===== config.mk =====
export PLATFORM = sky130hd
export DESIGN_NAME = booth_div8
export DESIGN_NICKNAME = d
export VERILOG_FILES = /design/src/rtl/booth_div8.sv
export SDC_FILE = /design/constraint.sdc
export NUM_CORES = 1
export LEC_CHECK = 0
export ABC_AREA = 1
export CAP_MARGIN = 10
export CORE_UTILIZATION = 55
export CTS_CLUSTER_SIZE = 30
export DETAILED_ROUTE_END_ITERATION = 16
export PLACE_DENSITY = 0.87
export SLEW_MARGIN = 30
export SYNTH_ARGS = -nofsm -noshare
export SYNTH_HDL_FRONTEND = slang
export SYNTH_SLANG_ARGS = --single-unit

===== constraint.sdc =====
create_clock -name clk -period 4.7 [get_ports clk]
set_input_delay 0.94 -clock clk [delete_from_list [all_inputs] [get_ports clk]]
set_output_delay 0.94 -clock clk [all_outputs]
set_load 0.05 [all_outputs]

===== src/rtl/booth_div8.sv =====
// Sequential signed/unsigned integer divider: restoring radix-2 on operand magnitudes,
// followed by one sign-correction cycle. Fixed latency of WIDTH+1 edges after start.
module booth_div8 #(
    parameter int WIDTH = 8
) (
    input  logic             clk,
    input  logic             rst,
    input  logic             start,
    input  logic [WIDTH-1:0] dividend,
    input  logic [WIDTH-1:0] divisor,
    input  logic [1:0]       sign_mode,
    output logic [WIDTH-1:0] quotient,
    output logic [WIDTH-1:0] remainder,
    output logic             busy,
    output logic             done,
    output logic             div_by_zero,
    output logic             overflow
);

    typedef enum logic [1:0] {
        IDLE = 2'd0,
        ITER = 2'd1,
        FIX  = 2'd2
    } state_t;

    state_t           state_r;
    logic [WIDTH-1:0] q_r;
    logic [WIDTH:0]   rem_r;
    logic [WIDTH:0]   b_mag_r;
    logic [WIDTH-1:0] dividend_r;
    logic [3:0]       cnt_r;
    logic             neg_a_r;
    logic             neg_q_r;
    logic             dbz_r;
    logic             ovf_r;

    logic [WIDTH:0]   a_mag_s;
    logic [WIDTH:0]   b_mag_s;
    logic [WIDTH+1:0] shifted_s;
    logic [WIDTH+1:0] trial_s;
    logic [WIDTH-1:0] fix_q_s;
    logic [WIDTH-1:0] fix_r_s;

    // Signed operands with MSB set are negated into a WIDTH+1 field so the most
    // negative value keeps its full magnitude.
    function automatic logic [WIDTH:0] magnitude(input logic [WIDTH-1:0] op, input logic is_signed);
        logic [WIDTH:0] ext;
        ext = {is_signed & op[WIDTH-1], op};
        if (is_signed && op[WIDTH-1]) begin
            magnitude = ~ext + (WIDTH+1)'(1);
        end else begin
            magnitude = ext;
        end
    endfunction

    // Operand magnitudes, trial subtraction and sign-corrected results.
    always_comb begin
        a_mag_s   = magnitude(dividend, sign_mode[1]);
        b_mag_s   = magnitude(divisor, sign_mode[0]);
        shifted_s = {rem_r, q_r[WIDTH-1]};
        trial_s   = shifted_s - {1'b0, b_mag_r};
        if (dbz_r) begin
            fix_q_s = {WIDTH{1'b1}};
            fix_r_s = dividend_r;
        end else begin
            fix_q_s = neg_q_r ? (~q_r + WIDTH'(1)) : q_r;
            fix_r_s = neg_a_r ? (~rem_r[WIDTH-1:0] + WIDTH'(1)) : rem_r[WIDTH-1:0];
        end
    end

    // Control FSM, iteration datapath and registered outputs.
    always_ff @(posedge clk or posedge rst) begin
        if (rst) begin
            state_r     <= IDLE;
            q_r         <= {WIDTH{1'b0}};
            rem_r       <= {(WIDTH+1){1'b0}};
            b_mag_r     <= {(WIDTH+1){1'b0}};
            dividend_r  <= {WIDTH{1'b0}};
            cnt_r       <= 4'd0;
            neg_a_r     <= 1'b0;
            neg_q_r     <= 1'b0;
            dbz_r       <= 1'b0;
            ovf_r       <= 1'b0;
            quotient    <= {WIDTH{1'b0}};
            remainder   <= {WIDTH{1'b0}};
            busy        <= 1'b0;
            done        <= 1'b0;
            div_by_zero <= 1'b0;
            overflow    <= 1'b0;
        end else begin
            done <= 1'b0;
            case (state_r)
                IDLE: begin
                    if (start) begin
                        q_r        <= a_mag_s[WIDTH-1:0];
                        b_mag_r    <= b_mag_s;
                        dividend_r <= dividend;
                        rem_r      <= {(WIDTH+1){1'b0}};
                        cnt_r      <= 4'd0;
                        neg_a_r    <= sign_mode[1] & dividend[WIDTH-1];
                        neg_q_r    <= (sign_mode[1] & dividend[WIDTH-1]) ^ (sign_mode[0] & divisor[WIDTH-1]);
                        dbz_r      <= (divisor == {WIDTH{1'b0}});
                        ovf_r      <= (sign_mode == 2'b11) &&
                                      (dividend == {1'b1, {(WIDTH-1){1'b0}}}) &&
                                      (divisor == {WIDTH{1'b1}});
                        busy       <= 1'b1;
                        state_r    <= ITER;
                    end else begin
                        state_r <= IDLE;
                    end
                end
                ITER: begin
                    // A clear top bit means the trial subtraction did not go negative.
                    if (trial_s[WIDTH+1] == 1'b0) begin
                        rem_r <= trial_s[WIDTH:0];
                        q_r   <= {q_r[WIDTH-2:0], 1'b1};
                    end else begin
                        rem_r <= shifted_s[WIDTH:0];
                        q_r   <= {q_r[WIDTH-2:0], 1'b0};
                    end
                    if (cnt_r == 4'(WIDTH-1)) begin
                        state_r <= FIX;
                    end else begin
                        cnt_r <= cnt_r + 4'd1;
                    end
                end
                FIX: begin
                    quotient    <= fix_q_s;
                    remainder   <= fix_r_s;
                    div_by_zero <= dbz_r;
                    overflow    <= ovf_r;
                    done        <= 1'b1;
                    busy        <= 1'b0;
                    state_r     <= IDLE;
                end
                default: begin
                    state_r <= IDLE;
                end
            endcase
        end
    end

endmodule


# Word level (Yosys, flattened, before mapping)
# Cells that the tools add are included.
# W data, S select, Z words.
dict set report word_totals {
  reg_bits 64
  in_bits 21
  output_inout_bits 20
  word_cells 71
}
dict set report classes {
  add_sub_neg 6
  eq_ne 9
  mux 21
  bitwise_logic 7
  reduce_logical 12
}
# operator n
set op_table {}
lappend op_table {{$mux W8} 6}
lappend op_table {{$mux W9} 3}
lappend op_table {{$add A8 B1 Y8 const B} 3}
lappend op_table {{$not A8 Y8} 3}
lappend op_table {{$pmux W9 S2} 1}
lappend op_table {{$eq A8 B8 Y1 const B} 2}
lappend op_table {{$pmux W8 S2} 1}
lappend op_table {{$sub A10 B9 Y10} 1}
lappend op_table {{$add A9 B1 Y9 const B} 1}
lappend op_table {{$not A9 Y9} 1}
lappend op_table {{$logic_not A8 Y1} 1}
lappend op_table {{$mux W4} 2}
lappend op_table {{$pmux W4 S2} 1}
lappend op_table {{$ne A2 B2 Y1 const B} 3}
lappend op_table {{$reduce_and A2 Y1} 3}
lappend op_table {{$add A4 B1 Y4 const B} 1}
lappend op_table {{$eq A2 B2 Y1 const B} 2}
lappend op_table {{$eq A4 B3 Y1 const B} 1}
lappend op_table {{$logic_and A1 B1 Y1} 4}
lappend op_table {{$mux W1} 4}
lappend op_table {{$pmux W2 S2} 1}
lappend op_table {{$reduce_bool A2 Y1} 2}
lappend op_table {{$reduce_and A3 Y1} 1}
lappend op_table {{$and A1 B1 Y1} 2}
lappend op_table {{other kinds (5)} 5}

# Depth between registers and ports, before layout
dict set report logic_depth {
  word_depth 5
  ltp_mapped 13
  mapped_depth_nobuf 13
}

# Worst setup path after synthesis
# Ideal clock, no wire load.
dict set report synth_timing {
  path_kind {input-to-reg}
  from {input divisor[3]}
  to {register b_mag_r[6]}
  t_arrival_ns 1.696
  setup_slack_ns 2.870
  path_stages 6
  path_buffers 0
  cell_sequence {or2_2 > nor2_1 > nand3_1 > nand2_1 > xor2_1 > o21ai_0}
}
dict set report synth_between {
  elab_chain_len 3
}
# item line
set synth_lines {}
lappend synth_lines {{start, declared} 10} ;# input logic [WIDTH-1:0] divisor,
lappend synth_lines {{$not A9 Y9} 50} ;# magnitude = ~ext + (WIDTH+1)'(1);
lappend synth_lines {{$add A9 B1 Y9} 50}
lappend synth_lines {{$mux W9} 49} ;# if (is_signed && op[WIDTH-1]) begin
lappend synth_lines {{end signal, assigned} 77} ;# b_mag_r <= {(WIDTH+1){1'b0}};
lappend synth_lines {{end signal, assigned} 96} ;# b_mag_r <= b_mag_s;
lappend synth_lines {{end, declared} 29} ;# logic [WIDTH:0] b_mag_r;
# Every way passes these cells.
# A chain may end at the register's enable or synchronous reset.

# Worst setup path in the final report
dict set report layout_timing {
  from {register quotient[2]}
  to {output quotient[2]}
}
# item line
set layout_rtl {}
lappend layout_rtl {{start, declared} 12} ;# output logic [WIDTH-1:0] quotient,
lappend layout_rtl {{start signal, assigned} 84} ;# quotient <= {WIDTH{1'b0}};
lappend layout_rtl {{start signal, assigned} 128} ;# quotient <= fix_q_s;
# No word-level cell between the ends.

==> results.json <==
{
  "maxCapViolCount": 0,
  "p_leak_nw": 2.18,
  "drtPass1Iterations": 6,
  "relSlewSlack_pct": 61.5,
  "n_antenna_cell": 0,
  "antenna_found_initial": 0,
  "track_usage_pct": 27.4,
  "final_cells": 614,
  "synth_seq_area_share_pct": 42.1,
  "setup_tns_ns": 0,
  "layout-drive-gt1-share_pct": 7.64,
  "crit_path_cell_trace": "clkdlybuf4s50_1",
  "cts_num_sinks": 64,
  "overflow": 0,
  "clockBufferDepth": 2,
  "drc": 0,
  "num_rows": 29,
  "io_pins": 41,
  "r2r_slack_ns": 2.66,
  "grt_pass1_vias": 3310,
  "multi_input_area_sq_um": 1900,
  "insertion_delay_ns": 0.35,
  "nets": 569,
  "synth_area_leaders": "dfrtp_1 42%, nand2_1 12%, nand3_1 6.4%",
  "wl_per_cell_microns": 14.8,
  "ys_warn_count": 0,
  "ant_nets": 0,
  "drtIter0Drc": 401,
  "fmax_mhz": 403,
  "n_fill_cell": 542,
  "synth_top_area_share_pct": 42.1,
  "post_cts_buffers": 0,
  "hold_violations": 0,
  "yosys-top-cells-count": "122 x nand2_1, 64 x dfrtp_1, 61 x inv_1, 49 x nand3_1, 46 x o21ai_0",
  "yosysMostFrequentCell": "nand2_1",
  "holdPathEnd": "remainder[7]$_DFFE_PP0P_",
  "startpoint_type": "flip-flop",
  "path_depth": 1,
  "holdCritPathClass": "reg2reg",
  "ys.flop_type": "dfrtp_1",
  "r2r_start": "q_r[7]$_DFFE_PP0P_",
  "powerDensity_nw_per_um2": 777,
  "worstSetupPathType": "reg2out",
  "max_stage_delay_ns": 0.81,
  "holdPathStages": 2,
  "worstPathMaxFanout": 2,
  "final.period_utilization_pct": 52.8,
  "status": "complete, no violations",
  "wl_mm": 9.09,
  "port_buffers": 40,
  "synth_top_cell_by_area": "dfrtp_1",
  "period_needed_ns": 2.48,
  "hold_path.startpoint": "remainder[7]$_DFFE_PP0P_",
  "grt_pass1_wl_mm": 15.3,
  "initial_utilization_pct": 58.3,
  "crit_buf_inv": 1,
  "ys_types": 38,
  "cts_buffers": 9,
  "worst_path_max_delay_cell": "clkdlybuf4s50_1",
  "tritoncts": "done",
  "arrival_ns": 1.54,
  "cts_resized": 0,
  "synthArstFlopShare_pct": 100,
  "worstMarginPinSlew_ns": 0.576,
  "hpwl_mm": 6.62,
  "root_buffer": "clkbuf_8",
  "dieArea_sq_um": 7260,
  "design_area_sq_um": 4450,
  "synth_edf_count": 0,
  "rsz0062_at_grt": "no",
  "slew_viol_final": 0,
  "required_ns": 3.76,
  "yosys_register_bits": 64,
  "critPathTopFamily": "buffers and inverters",
  "num_vias": 3528,
  "htree_levels": 3,
  "reg2reg_to": "rem_r[6]$_DFFE_PP0P_",
  "die_h_microns": 85.2,
  "die_x_microns": 85.2,
  "synth_cells": 491,
  "r2r_cells": 12,
  "dpl_cell_area_sq_um": 4260,
  "end_kind": "primary output",
  "finalSetupViolCount": 0,
  "syn_to_final_growth_pct": 16.8,
  "synth_nets": 528,
  "clkTransAtPathRegs_ns": 0.08,
  "finClkSkew_ns": 0.00964,
  "syn_avg_cell_area_sq_um": 7.75,
  "grt_max_degree": 38,
  "gp_congestion": 0.862,
  "vdd.ir_drop.worst_v": 0.000462,
  "seqCellArea_sq_um": 1600,
  "netlist_area_sq_um": 3810,
  "placedCellCount": 598,
  "routed_via_density": 5.75,
  "cts.hold.buffers_added": 0,
  "core-area_sq_um": 6530
}
per-stage QoR:
| stage | total power [mW] | utilization (%) | hold WS, ns | worst slack (ns) |
|---|---|---|---|---|
| final | 3.46 | 68.1 | 0.480 | 2.22 |
| after global routing | 3.74 | 68.1 | 0.513 | 2.13 |
| after CTS | 3.44 | 68.1 | 0.484 | 2.20 |
| after detailed placement | 2.96 | 65.2 | 0.466 | 1.95 |
| after global placement | 2.89 | 65.2 | 0.465 | 2.06 |
| after floorplan | 2.48 | - | 0.444 | 2.16 |
power by group:
part / switching [mW] / total (mW) / internal (mW)
combinational: 1.27 / 1.99 / 0.711
clock: 0.228 / 0.451 / 0.224
sequential: 0.221 / 1.02 / 0.798
total: 1.72 / 3.46 / 1.73
metal layers:
layer  part of all wire (%)  vias up  track usage, %
met4                    2.1        0            12.0
met2                     48      151            44.9
met1                     44     1678            34.9
met3                    6.1       18            6.23
met5                      0        -               0
li1                       -     1681               -
placed cells by master (no fill, tap or decap), drive strengths merged, types with 4 or more instances in the layout:
cell type / count
nor3: 9
xnor2: 5
dfrtp: 64
clkdlybuf4s50: 40
a21oi: 16
a22oi: 6
nor2: 40
inv: 69
ha: 15
nand2: 126
nand3: 52
o21ai: 46
nand3b: 4
clkbuf: 11
xor2: 11
sequential cells by signal, summed over array words and instances, names as in the netlist, 2 cells and up:
| register | count |
|---|---|
| cnt_r | 4 |
| b_mag_r | 9 |
| q_r | 8 |
| dividend_r | 8 |
| quotient | 8 |
| remainder | 8 |
| state_r | 2 |
| rem_r | 9 |
worst max-delay path by stage:
stage,from,to
after floorplan,rst,b_mag_r[0]$_DFFE_PP0P_
after global placement,start,q_r[3]$_DFFE_PP0P_
after global routing,start,q_r[5]$_DFFE_PP0P_
after detailed placement,start,q_r[5]$_DFFE_PP0P_
final,quotient[2]$_DFFE_PP0P_,quotient[2]
after CTS,quotient[2]$_DFFE_PP0P_,quotient[2]
cell type report:
type                    instances  area share, %
clock buffers                  11           3.40
clock inverters                 5          0.872
inverters                      67           5.65
multi-input cells             349           42.7
flip-flops and latches         64           36.0
well taps                      77           2.17
repair buffers                 41           9.17
kinds of logic after synthesis:
logic type                 synth area share, %
DFF                                       42.1
adders and majority gates                 5.46
xor gates and xnor gates                  3.68
AOI/OAI and AO/OA                         11.9
and+or+nand+nor                           28.9
buffers and inverters                     8.02
(Power assumes the default switching activity.)
==> RTL change, RTL diff (same flow settings) <==
Put one more register stage on the output `remainder`, cleared by the reset. The value now appears one clock later. The other outputs are not delayed to match.
--- a/src/rtl/booth_div8.sv
+++ b/src/rtl/booth_div8.sv
@@ -22,6 +22,8 @@
         ITER = 2'd1,
         FIX  = 2'd2
     } state_t;
+
+    logic [WIDTH-1:0] remainder_s0;
 
     state_t           state_r;
     logic [WIDTH-1:0] q_r;
@@ -82,7 +84,7 @@
             dbz_r       <= 1'b0;
             ovf_r       <= 1'b0;
             quotient    <= {WIDTH{1'b0}};
-            remainder   <= {WIDTH{1'b0}};
+            remainder_s0 <= {WIDTH{1'b0}};
             busy        <= 1'b0;
             done        <= 1'b0;
             div_by_zero <= 1'b0;
@@ -126,7 +128,7 @@
                 end
                 FIX: begin
                     quotient    <= fix_q_s;
-                    remainder   <= fix_r_s;
+                    remainder_s0 <= fix_r_s;
                     div_by_zero <= dbz_r;
                     overflow    <= ovf_r;
                     done        <= 1'b1;
@@ -140,5 +142,13 @@
         end
     end
 
+    always_ff @(posedge clk or posedge rst) begin
+        if (rst) begin
+            remainder <= '0;
+        end else begin
+            remainder <= remainder_s0;
+        end
+    end
+
 endmodule
 
Check against the original RTL: no difference found for any inputs over 10 cycles, from zero or initial values and one cycle with rst high; that may be too few to reach the edited logic, so the function may still have changed.
==> RTL change against the original RTL <==
- setup slack barely moved
- hold slack worse by 98 ps
- sequential cell count is 8 higher
- total power up 9.5%
- cell area is 7.7% higher
- area after synthesis increased by 6.9%
- clock skew up 1.4 ps
- wire length is 1.4% higher
- largest cell class unchanged
- cell count rose by 7.7%
- non-clock buffer count unchanged
==> RTL change: results (changes against the original RTL) <==
[run_status]
status = complete, no violations

[pwr]
leakage_uw = 0.00241  ; +11%
peakVddDrop_v = 0.000407  ; -12%

[synth]
synthTopCellsByCount = nand2_1, dfrtp_1, inv_1, nand3_1, nor2_1
synth_seq_area_share_pct = 44.3  ; +2.2 points
synth_compound_area_share_pct = 11.5  ; -0.40 points
ys_types = 39  ; +2.6%
synthXorXnorAreaFrac_pct = 3.87  ; +0.19 points
synth_area_leaders = dfrtp_1, nand2_1, inv_1
syn_inst = 515  ; +4.9%
synth_adder_area_share_pct = 5.10  ; -0.35 points
ys.flop_type = dfrtp_1
synthesis.nets = 552  ; +4.5%
synth_edf_count = 0  ; unchanged

[grt]
grt_pass1_vias = 3428  ; +3.6%
grtUsageMet3_pct = 4.90  ; -1.3 points
grt_max_degree = 45  ; +18%
track_usage_pct = 26.1  ; -1.3 points
met1_usage_pct = 33.2  ; -1.7 points
grt_util_met2_pct = 45.4  ; +0.44 points
grt_pass1_wl_mm = 15.5  ; +1.5%
antenna_found_initial = 0  ; unchanged

[cells_and_area]
postLayoutCoreUtil_pct = 66.4  ; -1.7 points
clockBufferCount = 9  ; -2
fillCellCount = 593  ; +9.4%
buffer_area_share_pct = 8.52  ; -0.65 points
multi_input_comb_cells = 356  ; +2.0%
inverters_excl_clock = 77  ; +15%
largestRegisters = b_mag_r (9), rem_r (9)
layout.nets = 594  ; +4.4%
drive_gt1_share_pct = 7.83  ; +0.19 points
multi_input_area_um2 = 1910  ; +0.59%
clkCellAreaFrac_pct = 5.22  ; +0.95 points
buffers = 41  ; unchanged
final-seq-area_um2 = 1800  ; +12%

[clock_network]
cts.htree.levels = 3  ; unchanged
numClockSinks = 72  ; +13%
cts-root-buf = clkbuf_8

[placed_design]
gp_congestion = 0.888  ; +3.1%
dp_hpwl_mm = 6.78  ; +2.4%
place_inst = 645  ; +7.9%
placedInstanceArea_um2 = 4540  ; +6.6%
dp_slack_ps = 2180  ; +226 ps

[drt]
dr.pass1.iters = 5  ; -1
drt-total-wl_mm = 9.22  ; +1.4%
drtIter0Drc = 270  ; -33%
vias = 3606  ; +2.2%
dr_wl_met2_mm = 4.63  ; +5.9%
route.met3.wl_um = 523  ; -5.4%
wl_met1_mm = 3.89  ; -2.1%
wire_per_inst_um = 14.0  ; -5.8%

[hold_path]
min_from = remainder_s0[2]$_DFFE_PP0P_
hold_class = flop to flop

[floorplan]
dieArea_um2 = 7750  ; +6.8%

[timing]
fin_skew_ps = 11.1  ; +1.41 ps
maxSlewHeadroom_pct = 58.6  ; -2.9 points

[critical_path]
r2r_start = rem_r[6]$_DFFE_PP0P_
cp-startpoint = overflow$_DFFE_PP0P_
critPathTopFamily = buffers and inverters

==> RTL change: changes by cell type after synthesis, moves of 3 or more <==
cell     delta
xor2_1      +3
buf_6       +3
o21ai_1    +21
nor3_1      -5
inv_1       +8
a21oi_1     +4
o21ai_0    -19
a22oi_1     -6
nand2_1     +9
dfrtp_1     +8
==> RTL change: path summary, 6_finish.rpt <==
kind                                      endpoint  slack, ps  cells past startpoint
max in group asynchronous  quotient[6]$_DFFE_PP0P_       2730                      3
min                         remainder[2]$_DFF_PP0_        380                      0
min reg2reg                 remainder[2]$_DFF_PP0_        380                      0
min in group asynchronous   remainder[2]$_DFF_PP0_        980                      2
max reg2reg                   rem_r[0]$_DFFE_PP0P_       2710                      8
max                                       overflow       2220                      1
==> RTL change: where the power goes <==
group / switching (µW) / leakage [µW] / internal, µW / total, µW
sequential: 198 / 0.000902 / 896 / 1090
combinational: 1340 / 0.00139 / 741 / 2080
clock: 252 / 0.000122 / 359 / 611
